--- src/rtl/xadc_pkg.sv ---
// Shared types and constants for the XADC DRP sequencer slice.
package xadc_pkg;

  localparam int RESULT_W = 12;
  localparam int NUM_CH   = 4;
  localparam int CH_W     = 2;

  typedef enum logic [1:0] {
    IDLE,
    ISSUE,
    WAIT_DRDY,
    STORE
  } seq_state_t;

  localparam logic [6:0] DEF_ADDR_CH0 = 7'h1E;  // VAUX14
  localparam logic [6:0] DEF_ADDR_CH1 = 7'h17;  // VAUX7
  localparam logic [6:0] DEF_ADDR_CH2 = 7'h1F;  // VAUX15
  localparam logic [6:0] DEF_ADDR_CH3 = 7'h16;  // VAUX6

endpackage

--- src/rtl/xadc_drp_sequencer_if.sv ---
// XADC DRP port plus end-of-conversion strobe, seen from the sequencer (master) or the XADC (slave).
interface xadc_drp_if;

  logic [6:0]  daddr_out;
  logic        den_out;
  logic        dwe_out;
  logic [15:0] di_out;
  logic        drdy_in;
  logic [15:0] do_in;
  logic        eoc_in;

  modport master (
    output daddr_out, den_out, dwe_out, di_out,
    input  drdy_in, do_in, eoc_in
  );

  modport slave (
    input  daddr_out, den_out, dwe_out, di_out,
    output drdy_in, do_in, eoc_in
  );

endinterface

--- src/rtl/xadc_rr_pick.sv ---
// Combinational round-robin picker: first set bit of mask strictly after ptr, wrapping; ptr only as last resort.
module xadc_rr_pick
  import xadc_pkg::*;
(
  input  logic [CH_W-1:0]   ptr,
  input  logic [NUM_CH-1:0] mask,
  output logic [CH_W-1:0]   nxt,
  output logic              any
);

  // Walk from the farthest candidate (ptr itself) to the nearest so the nearest hit wins.
  always_comb begin
    nxt = ptr;
    any = |mask;
    for (int k = NUM_CH; k >= 1; k--) begin
      if (mask[ptr + CH_W'(k)]) begin
        nxt = ptr + CH_W'(k);
      end
    end
  end

endmodule

--- src/rtl/xadc_drp_sequencer.sv ---
// Round-robin DRP reader for the enabled XADC aux channels; one read per end-of-conversion.
// Optional XADC_SEQ_AVG_EN: publish the mean of every four samples per channel instead of each sample.
module xadc_drp_sequencer
  import xadc_pkg::*;
#(
  parameter logic [6:0]          ADDR_CH0       = DEF_ADDR_CH0,
  parameter logic [6:0]          ADDR_CH1       = DEF_ADDR_CH1,
  parameter logic [6:0]          ADDR_CH2       = DEF_ADDR_CH2,
  parameter logic [6:0]          ADDR_CH3       = DEF_ADDR_CH3,
  parameter int                  TIMEOUT_CYCLES = 64,
  parameter logic [RESULT_W-1:0] NOISE_MASK     = 12'hFF0
) (
  input  logic                         S_AXI_ACLK,
  input  logic                         S_AXI_ARESETN,
  input  logic [NUM_CH-1:0]            ch_en,
  xadc_drp_if.master                   drp,
  output logic [NUM_CH*RESULT_W-1:0]   result_flat,
  output logic [NUM_CH-1:0]            result_new,
  input  logic [NUM_CH-1:0]            rd_ack,
  output logic                         timeout_err,
  output logic                         busy
);

  localparam int CNT_W = $clog2(TIMEOUT_CYCLES);

  seq_state_t          state_reg;
  logic [CH_W-1:0]     ptr_reg;
  logic [6:0]          daddr_reg;
  logic                den_reg;
  logic [CNT_W-1:0]    cnt_reg;
  logic [CNT_W-1:0]    cnt_next;
  logic [RESULT_W-1:0] sample_reg;
  logic                timeout_reg;
  logic [CH_W-1:0]     pick_nxt;
  logic                pick_any;

  function automatic logic [6:0] addr_of(input logic [CH_W-1:0] ch);
    case (ch)
      2'd0:    addr_of = ADDR_CH0;
      2'd1:    addr_of = ADDR_CH1;
      2'd2:    addr_of = ADDR_CH2;
      default: addr_of = ADDR_CH3;
    endcase
  endfunction

  xadc_rr_pick u_pick (
    .ptr  (ptr_reg),
    .mask (ch_en),
    .nxt  (pick_nxt),
    .any  (pick_any)
  );

  assign cnt_next = cnt_reg + CNT_W'(1);

  // The channel selection, address and den are registered on the IDLE->ISSUE edge so den is high during ISSUE.
  always_ff @(posedge S_AXI_ACLK or negedge S_AXI_ARESETN) begin
    if (!S_AXI_ARESETN) begin
      state_reg   <= IDLE;
      ptr_reg     <= CH_W'(NUM_CH - 1);
      daddr_reg   <= ADDR_CH0;
      den_reg     <= 1'b0;
      cnt_reg     <= '0;
      sample_reg  <= '0;
      timeout_reg <= 1'b0;
    end else begin
      case (state_reg)
        IDLE: begin
          den_reg <= 1'b0;
          if (drp.eoc_in && pick_any) begin
            ptr_reg   <= pick_nxt;
            daddr_reg <= addr_of(pick_nxt);
            den_reg   <= 1'b1;
            cnt_reg   <= '0;
            state_reg <= ISSUE;
          end
        end
        ISSUE: begin
          den_reg   <= 1'b0;
          cnt_reg   <= '0;
          state_reg <= WAIT_DRDY;
        end
        WAIT_DRDY: begin
          cnt_reg <= cnt_next;
          if (drp.drdy_in) begin
            sample_reg <= drp.do_in[15:4] & NOISE_MASK;
            state_reg  <= STORE;
          end else if (cnt_next == CNT_W'(TIMEOUT_CYCLES - 1)) begin
            timeout_reg <= 1'b1;
            state_reg   <= IDLE;
          end
        end
        STORE: begin
          state_reg <= IDLE;
        end
        default: state_reg <= IDLE;
      endcase
    end
  end

  assign drp.daddr_out = daddr_reg;
  assign drp.den_out   = den_reg;
  assign drp.dwe_out   = 1'b0;
  assign drp.di_out    = 16'h0000;
  assign timeout_err   = timeout_reg;
  assign busy          = (state_reg != IDLE);

  genvar gi;
  generate
    for (gi = 0; gi < NUM_CH; gi++) begin : g_ch
      logic [RESULT_W-1:0] res_reg;
      logic                new_reg;
      logic                store_hit;

      // A channel disabled mid-transaction drops its sample here.
      assign store_hit = (state_reg == STORE) && (ptr_reg == CH_W'(gi)) && ch_en[gi];

`ifdef XADC_SEQ_AVG_EN
      logic [RESULT_W+1:0] acc_reg;
      logic [1:0]          avg_cnt_reg;
      logic [RESULT_W+1:0] acc_sum;
      logic                publish;

      assign acc_sum = acc_reg + {2'b00, sample_reg};
      assign publish = store_hit && (avg_cnt_reg == 2'd3);

      always_ff @(posedge S_AXI_ACLK or negedge S_AXI_ARESETN) begin
        if (!S_AXI_ARESETN) begin
          res_reg     <= '0;
          new_reg     <= 1'b0;
          acc_reg     <= '0;
          avg_cnt_reg <= '0;
        end else begin
          new_reg <= (new_reg & ~rd_ack[gi]) | publish;
          if (!ch_en[gi]) begin
            acc_reg     <= '0;
            avg_cnt_reg <= '0;
          end else if (store_hit) begin
            avg_cnt_reg <= avg_cnt_reg + 2'd1;
            if (publish) begin
              res_reg <= acc_sum[RESULT_W+1:2] & NOISE_MASK;
              acc_reg <= '0;
            end else begin
              acc_reg <= acc_sum;
            end
          end
        end
      end
`else
      always_ff @(posedge S_AXI_ACLK or negedge S_AXI_ARESETN) begin
        if (!S_AXI_ARESETN) begin
          res_reg <= '0;
          new_reg <= 1'b0;
        end else begin
          new_reg <= (new_reg & ~rd_ack[gi]) | store_hit;
          if (store_hit) begin
            res_reg <= sample_reg;
          end
        end
      end
`endif

      assign result_flat[gi*RESULT_W +: RESULT_W] = res_reg;
      assign result_new[gi]                       = new_reg;
    end
  endgenerate

endmodule

--- src/flat_wrapper.sv ---
// flat-port wrapper written by rule: the top's interface ports become plain ports
module xadc_drp_sequencer_flat import xadc_pkg::*;
#(
  parameter logic [6:0]          ADDR_CH0       = DEF_ADDR_CH0,
  parameter logic [6:0]          ADDR_CH1       = DEF_ADDR_CH1,
  parameter logic [6:0]          ADDR_CH2       = DEF_ADDR_CH2,
  parameter logic [6:0]          ADDR_CH3       = DEF_ADDR_CH3,
  parameter int                  TIMEOUT_CYCLES = 64,
  parameter logic [RESULT_W-1:0] NOISE_MASK     = 12'hFF0
)
  (S_AXI_ACLK, S_AXI_ARESETN, ch_en, result_flat, result_new, rd_ack, timeout_err, busy, drp_daddr_out, drp_den_out, drp_dwe_out, drp_di_out, drp_drdy_in, drp_do_in, drp_eoc_in);
  xadc_drp_if drp_i ();
  input  logic S_AXI_ACLK;
  input  logic S_AXI_ARESETN;
  input  logic [NUM_CH-1:0] ch_en;
  output logic [NUM_CH*RESULT_W-1:0] result_flat;
  output logic [NUM_CH-1:0] result_new;
  input  logic [NUM_CH-1:0] rd_ack;
  output logic timeout_err;
  output logic busy;
  output wire logic [$bits(drp_i.daddr_out)-1:0] drp_daddr_out;
  output wire logic [$bits(drp_i.den_out)-1:0] drp_den_out;
  output wire logic [$bits(drp_i.dwe_out)-1:0] drp_dwe_out;
  output wire logic [$bits(drp_i.di_out)-1:0] drp_di_out;
  input wire logic [$bits(drp_i.drdy_in)-1:0] drp_drdy_in;
  input wire logic [$bits(drp_i.do_in)-1:0] drp_do_in;
  input wire logic [$bits(drp_i.eoc_in)-1:0] drp_eoc_in;
  assign drp_daddr_out = drp_i.daddr_out;
  assign drp_den_out = drp_i.den_out;
  assign drp_dwe_out = drp_i.dwe_out;
  assign drp_di_out = drp_i.di_out;
  assign drp_i.drdy_in = drp_drdy_in;
  assign drp_i.do_in = drp_do_in;
  assign drp_i.eoc_in = drp_eoc_in;
  xadc_drp_sequencer #(.ADDR_CH0(ADDR_CH0), .ADDR_CH1(ADDR_CH1), .ADDR_CH2(ADDR_CH2), .ADDR_CH3(ADDR_CH3), .TIMEOUT_CYCLES(TIMEOUT_CYCLES), .NOISE_MASK(NOISE_MASK)) u_core (.S_AXI_ACLK(S_AXI_ACLK), .S_AXI_ARESETN(S_AXI_ARESETN), .ch_en(ch_en), .drp(drp_i), .result_flat(result_flat), .result_new(result_new), .rd_ack(rd_ack), .timeout_err(timeout_err), .busy(busy));
endmodule
--- config.mk ---
export PLATFORM = sky130hd
export DESIGN_NAME = xadc_drp_sequencer_flat
export DESIGN_NICKNAME = d
export VERILOG_FILES = /design/src/rtl/xadc_pkg.sv /design/src/rtl/xadc_drp_sequencer_if.sv /design/src/rtl/xadc_rr_pick.sv /design/src/rtl/xadc_drp_sequencer.sv /design/src/flat_wrapper.sv
export SDC_FILE = /design/constraint.sdc
export NUM_CORES = 1
export LEC_CHECK = 0
export ABC_CLOCK_PERIOD_IN_PS = 3440
export CAP_MARGIN = 30
export CORE_MARGIN = 3
export CORE_UTILIZATION = 47
export CTS_CLUSTER_SIZE = 20
export DETAILED_ROUTE_END_ITERATION = 8
export PLACE_DENSITY = 0.81
export SLEW_MARGIN = 40
export SYNTH_ARGS = -nofsm -noshare
export SYNTH_HDL_FRONTEND = slang
export SYNTH_HIERARCHICAL = 1
export SYNTH_SLANG_ARGS = --single-unit
--- constraint.sdc ---
create_clock -name S_AXI_ACLK -period 3.44 [get_ports S_AXI_ACLK]
set_input_delay 0.516 -clock S_AXI_ACLK [delete_from_list [all_inputs] [get_ports S_AXI_ACLK]]
set_output_delay 0.516 -clock S_AXI_ACLK [all_outputs]
set_load 0.03 [all_outputs]
==> flow_summary.json <==
{
  "run_status": "finished, final reports clean",
  "seqPwrFrac": 0.361,
  "cp_common_cell": "o21ai_0",
  "antenna_cells": 0,
  "hold_class": "input port to async pin",
  "die_area_um2": 6820,
  "clkSinkCount": 58,
  "ir_drop_v": 0.000572,
  "internal_power_w": 0.00206,
  "grt_busiest_layer": "met2",
  "crit_chain": "clkdlybuf4s50_1 > or4_1 > and2_1 > o21ai_0 > o21ai_0 > o21ai_0",
  "first_iter_violations": 83,
  "finalSetupViolCount": 0,
  "p_comb_frac": 0.435,
  "wl_per_cell_um": 14.6,
  "cts_buffer_depth": 2,
  "syn_inst": 227,
  "sw_frac_of_total": 0.389,
  "dp_cells": 354,
  "critPathKind": "input port to register",
  "avgViaCountPerCell": 4.79,
  "cp.buffers_inverters": 1,
  "initial_core_util": 0.494,
  "synth_area_per_cell_um2": 12.1,
  "die_h_um": 82.6,
  "ys_ff_latch": 58,
  "use_met3": 0.0803,
  "layout_commonest_cell": "clkdlybuf4s50_1",
  "post_cts_buffers": 0,
  "ios": 107,
  "yosysUniqueCellTypes": 32,
  "layout.nets": 326,
  "port_buffers": 60,
  "switching_power_w": 0.00131,
  "grt_max_degree": 35,
  "slowest_stage": "o21ai_0",
  "drc": 0,
  "p_leak_nw": 1.62,
  "post-place-ws_ns": 0.770,
  "vias": 1774,
  "synth_flop_cell": "dfrtp_1",
  "crit_family": "compound AO/OA/AOI/OAI gates",
  "fin_skew_ns": 0.00589,
  "fin_crit_sh": 0.684,
  "p_per_area_nw_per_um2": 966,
  "fillers": 443,
  "cpPeakStageDelay_ns": 0.57,
  "drt_wl_total_um": 5390,
  "largest_reg_flops": 32,
  "core_um2": 5570,
  "syn_area_um2": 2760,
  "cts_tree": "yes",
  "fin_ws_ns": 1.09,
  "synth-edff-count": 0,
  "drv_slew": 0,
  "cts_root_buf": "clkbuf_8",
  "ctsHoldBuffers": 0,
  "worst_setup_path_end_kind": "register",
  "cts_resized": 0,
  "gp_congestion": 0.740,
  "max_freq_mhz": 425,
  "ys_warn_count": 6,
  "layout.cells.most_common_list": "clkdlybuf4s50_1 (59), dfrtp_1 (55), mux2_2 (41), conb_1 (38), nand2_1 (16)",
  "place_hpwl_um": 3770,
  "numCtsBuffers": 9,
  "cp_max_fo": 6,
  "finalInstanceArea_um2": 3500,
  "grtUsageMet1": 0.213,
  "dr.pass1.iters": 4,
  "clock_power_share": 0.204,
  "path_clk_slew_ns": 0.07,
  "tns_ns": 0,
  "yosysSeqAreaShare": 0.528,
  "track_usage": 0.176,
  "worstPathRequired_ns": 3.69,
  "cts_max_level": 3,
  "antenna_found_initial": 0,
  "rows": 27,
  "drive_gt1_frac": 0.225,
  "grt_overflow": 0,
  "p_total_w": 0.00338,
  "max_cap_viol_count": 0,
  "worst_slew_pin_slew_ns": 0.767,
  "placed_cell_area_um2": 3270,
  "cp_data_arrival_time_ns": 2.60,
  "hold_violations": 0,
  "min_period_ns": 2.35,
  "grt_pass1_vias": 1761,
  "start_kind": "input port",
  "ant_nets": 0,
  "relSlewSlack": 0.487,
  "clk_latency_ns": 0.33,
  "async_reset_ff_frac": 1.00,
  "syn_to_final_growth_pct": 26.9,
  "met2_usage": 0.276,
  "die_x_um": 82.6,
  "grt_pass1_wl_um": 8670,
  "stdcell_count": 370,
  "grt_setup_unrepaired": "no"
}
-- cell families (layout without fill, tap and decap cells) --
| family | Yosys count | count (layout) | synth area share |
|---|---|---|---|
| AO/OA/AOI/OAI | 24 | 24 | 0.0531 |
| XOR/XNOR | 4 | 4 | 0.0127 |
| adder cells (fa/ha/maj) | 5 | 5 | 0.0227 |
| buffers and inverters | 54 | 89 | 0.131 |
| flip-flops | 58 | 58 | 0.528 |
| multiplexers | 42 | 42 | 0.171 |
| other | 2 | 38 | 0.00273 |
| AND/OR/NAND/NOR | 38 | 38 | 0.0786 |
-- layout make-up --
cell class | count | area, µm² | area share
Timing Repair Buffer | 62 | 611 | 0.175
Clock inverter | 5 | 77.6 | 0.0222
Sequential cell | 58 | 1460 | 0.416
Clock buffer | 11 | 141 | 0.0404
Multi-Input combinational cell | 151 | 1080 | 0.309
Inverter | 11 | 41.3 | 0.0118
Tap cell | 72 | 90.1 | 0.0258
-- final timing paths --
check	from	endpoint	slack [ns]	depth (start not counted)
worst max-delay path	ch_en[3]	u_core/cnt_reg[5]$_DFFE_PN0P_	1.09	6
max in group asynchronous	S_AXI_ARESETN	u_core/ptr_reg[1]$_DFFE_PN1P_	2.34	2
min in group S_AXI_ACLK	u_core/timeout_err$_DFFE_PN0P_	u_core/timeout_err$_DFFE_PN0P_	0.47	2
worst min register to register	u_core/timeout_err$_DFFE_PN0P_	u_core/timeout_err$_DFFE_PN0P_	0.47	2
worst max register to register	u_core/ptr_reg[0]$_DFFE_PN1P_	u_core/g_ch[3].res_reg[10]$_DFFE_PN0P_	1.43	3
worst min-delay path	S_AXI_ARESETN	u_core/g_ch[3].new_reg$_DFF_PN0_	0.25	1
-- synthesized netlist by cell type (3+ instances only) --
library cell  instances  area share
a21oi_1               3      0.0054
a21o_1                3      0.0082
dfstp_2               3       0.029
mux2_2               41        0.17
ha_1                  5       0.023
inv_1                11       0.015
nand2_1              16       0.022
dfrtp_1              55        0.50
nand2b_1              3      0.0068
nand3_1               4      0.0073
buf_4                42        0.11
nor2_1                4      0.0054
o21ai_0              11       0.020
-- per-layer routing --
layer / wire, µm / part of all wire
met1: 2250 / 0.42
met2: 2600 / 0.48
met3: 491 / 0.091
met4: 46 / 0.0085
met5: 0 / 0
-- stage by stage --
stage               hold WS (ns)  utilization
floorplan                  0.220            -
global placement           0.456        0.587
detailed placement         0.454        0.587
CTS                        0.260        0.626
global route               0.284        0.627
finish                     0.247        0.627
-- power groups by stage --
| stage | Clock, W | Sequential, W | Combinational (W) |
|---|---|---|---|
| final | 0.000691 | 0.00122 | 0.00147 |
| after global routing | 0.000734 | 0.00127 | 0.00158 |
| after CTS | 0.000703 | 0.00122 | 0.00148 |
| after detailed placement | 0 | 0.00122 | 0.00147 |
| after global placement | 0 | 0.00121 | 0.00145 |
| after floorplan | 0 | 0.00155 | 0.000589 |
Power figures use the tool's default switching activity.
